[config.mk]
export PLATFORM = sky130hd
export DESIGN_NAME = timer_irq
export DESIGN_NICKNAME = d
export VERILOG_FILES = /design/src/rtl/timer_irq.sv
export SDC_FILE = /design/constraint.sdc
export NUM_CORES = 1
export LEC_CHECK = 0
export ABC_AREA = 1
export CAP_MARGIN = 20
export CORE_MARGIN = 3
export CORE_UTILIZATION = 52
export DETAILED_ROUTE_END_ITERATION = 16
export GPL_TIMING_DRIVEN = 0
export PLACE_DENSITY = 0.9
export RECOVER_POWER = 50
export SYNTH_ARGS = -nofsm -noshare
export SYNTH_HDL_FRONTEND = slang
export SYNTH_SLANG_ARGS = --single-unit
[constraint.sdc]
create_clock -name clk -period 2.2 [get_ports clk]
set_input_delay 0.44 -clock clk [delete_from_list [all_inputs] [get_ports clk]]
set_output_delay 0.44 -clock clk [all_outputs]
set_load 0.01 [all_outputs]
[src/rtl/timer_irq.sv]
// timer_irq: memory-mapped down-counting timer that drives one CP0 HWInt bit.
//   clk    : system clock, rising edge
//   reset  : asynchronous active-low reset, clears all state
//   addr   : bus byte address; [31:4] decodes the window, [3:2] selects the register
//   we     : write strobe, qualified by the address decode
//   din    : write data
//   dout   : combinational read data, 0 when the address is not in the window
//   irq    : interrupt request, CTRL.IM & flag
// Register map: 0x0 CTRL {IM, Mode[1:0], Enable}, 0x4 PRESET, 0x8 COUNT (RO), 0xC reserved.
module timer_irq #(
   parameter logic [31:0] BASE = 32'h0000_7F00
) (
   input  logic        clk,
   input  logic        reset,
   input  logic [31:0] addr,
   input  logic        we,
   input  logic [31:0] din,
   output logic [31:0] dout,
   output logic        irq
);

   localparam int unsigned DW = 32;
   localparam logic [1:0] OFF_CTRL   = 2'd0;
   localparam logic [1:0] OFF_PRESET = 2'd1;
   localparam logic [1:0] OFF_COUNT  = 2'd2;
   localparam logic [1:0] MODE_AUTO  = 2'd1;

   typedef enum logic [1:0] {
      S_IDLE = 2'd0,
      S_LOAD = 2'd1,
      S_CNT  = 2'd2,
      S_INT  = 2'd3
   } state_t;

   state_t          r_state,  w_state_nxt;
   logic            r_en,     w_en_nxt;
   logic [1:0]      r_mode,   w_mode_nxt;
   logic            r_im,     w_im_nxt;
   logic [DW-1:0]   r_preset, w_preset_nxt;
   logic [DW-1:0]   r_count,  w_count_nxt;
   logic            r_flag,   w_flag_nxt;

   logic            w_sel;
   logic            w_wr_ctrl;
   logic            w_wr_preset;
   logic            w_im_only;
   logic            w_flag_clr_sw;
   logic            w_unused;

   // Address decode and write qualification
   assign w_sel       = (addr[31:4] == BASE[31:4]);
   assign w_wr_ctrl   = we & w_sel & (addr[3:2] == OFF_CTRL);
   assign w_wr_preset = we & w_sel & (addr[3:2] == OFF_PRESET);

   // A CTRL write that only toggles IM is a mask change, not an acknowledge,
   // so it leaves the flag alone; every other CTRL or PRESET write clears it.
   assign w_im_only     = (din[2:0] == {r_mode, r_en}) & (din[3] != r_im);
   assign w_flag_clr_sw = (w_wr_ctrl & ~w_im_only) | w_wr_preset;

   assign w_unused = ^addr[1:0];

   // Next-state, counter, flag and register-update logic
   always_comb begin
      logic l_flag_set;
      logic l_flag_clr_hw;
      logic l_en_clr_hw;

      w_state_nxt   = r_state;
      w_count_nxt   = r_count;
      w_en_nxt      = r_en;
      w_mode_nxt    = r_mode;
      w_im_nxt      = r_im;
      w_preset_nxt  = r_preset;
      w_flag_nxt    = r_flag;
      l_flag_set    = 1'b0;
      l_flag_clr_hw = 1'b0;
      l_en_clr_hw   = 1'b0;

      case (r_state)
         S_IDLE: begin
            if (r_en) w_state_nxt = S_LOAD;
         end
         S_LOAD: begin
            w_count_nxt = r_preset;
            w_state_nxt = S_CNT;
         end
         S_CNT: begin
            if (!r_en) begin
               w_state_nxt = S_IDLE;
            end else if (r_count == '0) begin
               w_state_nxt = S_INT;
               l_flag_set  = 1'b1;
            end else begin
               w_count_nxt = r_count - DW'(1);
            end
         end
         S_INT: begin
            if (r_mode == MODE_AUTO) begin
               w_state_nxt   = S_LOAD;
               l_flag_clr_hw = 1'b1;
            end else begin
               w_state_nxt = S_IDLE;
               l_en_clr_hw = 1'b1;
            end
         end
         default: w_state_nxt = S_IDLE;
      endcase

      // Software CTRL write outranks the one-shot Enable clear
      if (w_wr_ctrl) begin
         w_en_nxt   = din[0];
         w_mode_nxt = din[2:1];
         w_im_nxt   = din[3];
      end else if (l_en_clr_hw) begin
         w_en_nxt = 1'b0;
      end

      if (w_wr_preset) w_preset_nxt = din;

      // Expiry outranks any clear on the same edge
      if (l_flag_clr_hw | w_flag_clr_sw) w_flag_nxt = 1'b0;
      if (l_flag_set)                    w_flag_nxt = 1'b1;
   end

   // State and register storage
   always_ff @(posedge clk or negedge reset) begin
      if (!reset) begin
         r_state  <= S_IDLE;
         r_en     <= 1'b0;
         r_mode   <= 2'd0;
         r_im     <= 1'b0;
         r_preset <= '0;
         r_count  <= '0;
         r_flag   <= 1'b0;
      end else begin
         r_state  <= w_state_nxt;
         r_en     <= w_en_nxt;
         r_mode   <= w_mode_nxt;
         r_im     <= w_im_nxt;
         r_preset <= w_preset_nxt;
         r_count  <= w_count_nxt;
         r_flag   <= w_flag_nxt;
      end
   end

   // Combinational read mux
   always_comb begin
      dout = '0;
      if (w_sel) begin
         case (addr[3:2])
            OFF_CTRL:   dout = DW'({r_im, r_mode, r_en});
            OFF_PRESET: dout = r_preset;
            OFF_COUNT:  dout = r_count;
            default:    dout = '0;
         endcase
      end
   end

   // Mask is applied on the output only; drops asynchronously with reset
   assign irq = r_im & r_flag;

endmodule

==> results of run 1 <==
## final timing paths
kind	slack [ns]	endpoint	from
max	0.03	dout[25]	addr[2]
min	0.51	r_preset[26]$_DFFE_PN0P_	r_preset[26]$_DFFE_PN0P_
max reg2reg	0.15	r_count[10]$_DFFE_PN0P_	r_count[0]$_DFFE_PN0P_
min reg2reg	0.51	r_preset[26]$_DFFE_PN0P_	r_preset[26]$_DFFE_PN0P_
max in group asynchronous	0.59	r_count[28]$_DFFE_PN0P_	reset
min in group asynchronous	0.54	r_preset[9]$_DFFE_PN0P_	reset
## sequential cells by signal, indices dropped and copies added (netlist names)
signal,count
r_count,32
r_mode,2
r_en,1
r_flag,1
r_preset,32
r_im,1
r_state,2
## placed cells by master (no fill, tap or decap), types with 2 or more instances in the layout
cell type / instances
a21oi_1: 6
a21oi_2: 17
a21oi_4: 7
a221oi_1: 4
a31oi_1: 3
buf_2: 36
buf_6: 6
buf_8: 4
clkbuf_1: 8
clkbuf_16: 3
clkbuf_2: 22
clkbuf_4: 2
clkbuf_8: 16
clkdlybuf4s15_1: 2
clkdlybuf4s50_1: 34
clkinv_2: 2
clkinv_4: 2
dfrtp_1: 71
dlygate4sd2_1: 7
inv_1: 72
inv_2: 16
nand2_1: 267
nand2_2: 7
nand3_1: 62
nand3_2: 7
nand3b_1: 2
nand4_1: 8
nor2_1: 80
nor2_2: 11
nor2_4: 5
nor3_1: 2
o21ai_0: 41
o21ai_1: 20
o21ai_2: 5
or2_2: 9
xnor2_1: 4
## cells by family after synthesis
kind of cell / count (synthesis) / synth area share (%)
flip-flops: 71 / 36.49
adder cells (fa/ha/maj): 1 / 0.2569
AND/OR/NAND/NOR: 462 / 40.60
XOR/XNOR: 5 / 0.8992
buffers and inverters: 119 / 10.25
AO/OA/AOI/OAI: 104 / 11.51
## worst min-delay path: stages, from the launching register on
cell     delay, ns
dfrtp_1       0.36
nand2_1       0.06
o21ai_0       0.06
## repair_timing
action,in CTS,in global routing
setup endpoints to repair,32,58
setup buffers,1,0
resized for setup,203,75
pin swaps,26,23
cloned,3,0
## stage by stage
stage	cells	hold WS, ns	setup TNS (ns)	utilization, %
floorplan	762	0.1444	0	-
CTS	987	0.2365	0	70.03
global route	987	0.5297	-1.461	70.74
detailed placement	967	0.4730	-28.36	67.18
finish	987	0.5118	0	70.74
global placement	967	0.4666	-146.41	67.21
## layer usage
layer,track usage [%],up-vias,routed length (um)
li1,-,2619,-
met1,40.17,2520,6272
met2,49.95,318,7333
met3,4.939,48,1471
met4,11.75,0,506
met5,0,-,0
## power by group
group / leakage [nW] / internal, mW / switching [mW] / total (mW)
Combinational: 2.13 / 0.0993 / 0.0871 / 0.186
Clock: 0.105 / 0.584 / 0.529 / 1.11
Sequential: 0.987 / 1.30 / 0.0000000245 / 1.30
Total: 3.23 / 1.99 / 0.616 / 2.60
## final cells by class
| class | count | share of cell area (%) |
|---|---|---|
| repair buffers | 101 | 12.39 |
| clock inverters | 5 | 0.8952 |
| plain buffers | 30 | 4.257 |
| flip-flops and latches | 71 | 28.25 |
| multi-input cells | 572 | 44.26 |
| inverters | 89 | 5.391 |
| clock buffers | 11 | 2.407 |
| well taps | 108 | 2.148 |
==> reports/qor.csv, run 1 <==
metric,value,unit
normalized max-slew margin,-18.33,%
DP HPWL,11010,um
Crit path arrival time,1.73,ns
global-route wire length before repair,25050,um
Final Instance Area,6290,sq um
Syn Area/Cell,6.391,sq um
NumNets Final,942,
CP required,1.76,ns
number of global-route vias before repair,5175,
most frequent cells after synthesis,"nand2_1, nor2_1, inv_1",
post-route ant nets,0,
failing checks,"max-capacitance violations, max-slew violations",
worst path cell trace,clkdlybuf4s15_1 > inv_1 > nor2_4 > buf_4 > clkbuf_4 > nand2_1 > a21oi_4 > buf_2,
Yosys top cell area share,36.49,%
GRT Residual Overflow,0,
die area,10560,sq um
Seq cells post-synth,71,
WS Path Type,in -> out,
Leakage,3.226,nW
final setup margin,0.02556,ns
status,finished with violations,
Crit Path Max Fanout,10,
final-report hold violation count,0,
Root Buffer,clkbuf_8,
Reg2Reg Depth,13,
initial DRC count,408,
commonest register cell after synthesis,dfrtp_1,
crit-path max cell delay,0.27,ns
cell count of the worst hold path,2,
Setup WS pre-CTS,-0.9390,ns
first-pass detailed-route iteration total,5,
Crit-path slowest cell,clkdlybuf4s15_1,
Final period util,98.84,%
Critical Path Source Type,input port,
Post-Syn Instances,762,
ratio of cells with drive above 1 in the final layout,20.93,%
CP bufs+invs,5,
sequential cell area,1777,sq um
WL final,15580,um
clk buf depth,2,
pwr dens,413.9,nW/um^2
clock sinks,71,
row cnt,34,
"CTS clk-pin slew, worst paths",0.07,ns
Post-synth EDFFs,0,
DR DRC count,0,
"Slew Viols, Final",72,
WL per Instance,15.79,um
most frequent cell after synthesis,nand2_1,
register area share after synthesis,36.49,%
GPL Wtd Cong,1.027,
Die Span Y,102.8,um
Final min period,2.174,ns
clk_lat worst skew,0.36,ns
Via density,5.578,
CTS tree,done,
Worst Hold Class,reg -> reg,
Post-Route Skew,0.01383,ns
number of CTS-inserted buffers,9,
hold buffer count at CTS,0,
Mapped Area,4870,sq um
H-tree depth,3,
f_max,459.9,MHz
pin count of the biggest net entering global routing,72,
total power,2.603,mW
Initial Utilization,54.77,%
syn_nets,830,
core region area,8891,sq um
area occupied by multi-input gates,2784,sq um
IO buf count,97,
peak supply drop,247.7,uV
RSZ-0062 raised after global routing,true,
stages on the worst setup path,8,
Worst Setup End Kind,primary output,
number of diodes,0,
ranking of synthesized cells by area,"dfrtp_1, nand2_1, nor2_1",
io pins,100,
asr flop ratio synth,100.0,%
Die W,102.8,um
Ys Warns,0,
Worst Tran Pin Value,1.775,ns
MaxCap Viol Count,1,
DP Area,5973,sq um
cell taking the most area after synthesis,dfrtp_1,
top cell family by delay on the critical path,buffers and inverters,
Final Setup Violations,0,
synth unique cells,29,
synthesis-to-finish area growth,29.16,%
Vias,5505,
Global Route Usage Sum,30.34,%
initial antenna violation count,0,
# fillers,742,
(Power assumes the default switching activity.)
==> run 2, diff against run 1 <==
Settings changed: ABC_CLOCK_PERIOD_IN_PS set to 2200, PLACE_DENSITY 0.9 to 0.87.
==> reports/qor.csv, run 2 (same netlist as run 1, synthesis figures left out) <==
metric,value,unit,change
WS Path Type,in -> out,,
Via density,5.544,,-0.59%
NumNets Final,945,,+0.32%
post-route ant nets,0,,unchanged
global-route wire length before repair,25920,um,+3.5%
most frequent cells in the layout,"nand2_1, nor2_1, inv_1",,
Hold Path End,r_preset[3]$_DFFE_PN0P_,,
pin count of the biggest net entering global routing,72,,unchanged
peak supply drop,257.3,uV,+3.9%
Die W,102.8,um,unchanged
Worst Setup End Kind,primary output,,
io pins,100,,unchanged
WL per Instance,16.38,um,+3.7%
clk_lat worst skew,0.35,ns,about the same
Root Buffer,clkbuf_8,,
Worst Hold Class,reg -> reg,,
cell count of the worst hold path,2,,unchanged
Setup WS pre-CTS,-1.055,ns,-0.1164 ns
die area,10560,sq um,unchanged
ratio of cells with drive above 1 in the final layout,18.37,%,-2.6 points
worst reg2reg path endpoint,r_count[23]$_DFFE_PN0P_,,
Vias,5489,,-0.29%
normalized max-slew margin,-21.28,%,-3.0 points
initial DRC count,411,,+0.74%
DP Area,5973,sq um,unchanged
Crit path arrival time,1.73,ns,about the same
final setup margin,0.02534,ns,-0.0002221 ns
Reg2Reg Depth,10,,-3
"Slew Viols, Final",72,,unchanged
Final min period,2.175,ns,+0.0002221 ns
Critical Path Source Type,input port,,
# fillers,742,,unchanged
GRT Residual Overflow,0,,unchanged
row cnt,34,,unchanged
MaxCap Viol Count,1,,unchanged
synthesis-to-finish area growth,29.62,%,
min-delay src,r_preset[3]$_DFFE_PN0P_,,
Global Route Usage Sum,31.66,%,+1.3 points
Post-Place Cells,967,,unchanged
"leading cell type in the layout, fill and taps excluded",nand2_1,,
Die Span Y,102.8,um,unchanged
Worst Tran Pin Value,1.819,ns,+0.04432 ns
CTS tree,done,,
FF-to-FF Start,r_count[8]$_DFFE_PN0P_,,
IO buf count,97,,unchanged
"CTS clk-pin slew, worst paths",0.08,ns,about the same
final core utilization,71.00,%,+0.25 points
Final Setup Violations,0,,unchanged
number of diodes,0,,unchanged
R2R setup slack,0.10,ns,-0.05 ns
Min Hold Slack,0.5006,ns,-0.01121 ns
first-pass detailed-route iteration total,5,,unchanged
Final period util,98.85,%,about the same
WL final,16220,um,+4.1%
number of CTS-inserted buffers,9,,unchanged
Crit Path Max Fanout,10,,unchanged
CP required,1.76,ns,about the same
Post-Route Skew,0.01448,ns,+0.0006455 ns
DR DRC count,0,,unchanged
biggest regs,"r_count: 32 flops, r_preset: 32 flops",,
initial antenna violation count,0,,unchanged
Final Instance Area,6312,sq um,+0.36%
post-route non-filler standard cell count,990,,+0.30%
DP HPWL,11930,um,+8.4%
Leakage,3.239,nW,+0.38%
Initial Utilization,54.77,%,unchanged
pwr dens,409.2,nW/um^2,-1.1%
failing checks,"max-capacitance violations, max-slew violations",,
clk buf depth,2,,unchanged
clock sinks,71,,unchanged
final-report hold violation count,0,,unchanged
number of global-route vias before repair,5351,,+3.4%
f_max,459.8,MHz,about the same
GPL Wtd Cong,1.034,,+0.69%
core region area,8891,sq um,unchanged
H-tree depth,3,,unchanged
status,finished with violations,,
==> run 2: report_power, final <==
part	switching [mW]	internal, mW	leakage, nW
clock	0.532	0.554	0.0916
sequential	0.0000000241	1.30	0.987
combinational	0.0879	0.105	2.16
==> run 2: critical path, stage by stage <==
cell             delay (ns)
clkdlybuf4s15_1        0.26
inv_1                  0.11
nor2_4                 0.13
buf_4                  0.16
clkbuf_4               0.20
nand2_1                0.12
a21oi_4                0.16
buf_2                  0.14
==> run 2: worst max path at each step <==
stage	start	to	slack, ns
finish	addr[2]	dout[24]	0.03
detailed placement	addr[2]	dout[12]	-1.06
global placement	reset	r_preset[21]$_DFFE_PN0P_	-1.72
floorplan	addr[7]	dout[25]	0.39
global route	addr[16]	dout[21]	-0.03
CTS	addr[2]	dout[24]	0.008
==> run 2: stage by stage <==
step	total power, mW	TNS (ns)
detailed placement	1.526	-33.82
CTS	2.593	0
floorplan	1.369	0
finish	2.583	0
global route	2.673	-0.1428
global placement	1.522	-151.67
==> run 2: area by class of cell <==
type	instances	area (sq um)	share of cell area [%]
Clock buffer	11	141.4	2.240
Buffer	30	264.0	4.182
Sequential cell	71	1777	28.15
Inverter	89	341.6	5.411
Timing Repair Buffer	104	877.1	13.89
Tap cell	108	135.1	2.141
Clock inverter	5	57.56	0.9118
Multi-Input combinational cell	572	2719	43.07
==> run 2: what timing repair did <==
action                                  CTS  global route
hold buffers                              0             0
setup buffers                             2             1
endpoints found under the setup margin   32            36
gates cloned                              4             0
pin swaps                                27            23
resized for setup                       205            38
==> run 2: layer usage <==
layer	up-vias	GRT usage (%)	part of all wire, %
li1	2631	-	-
met4	0	14.84	3.2
met1	2550	42.03	43
met5	-	0	0
met2	272	50.10	46
met3	36	5.886	7.2
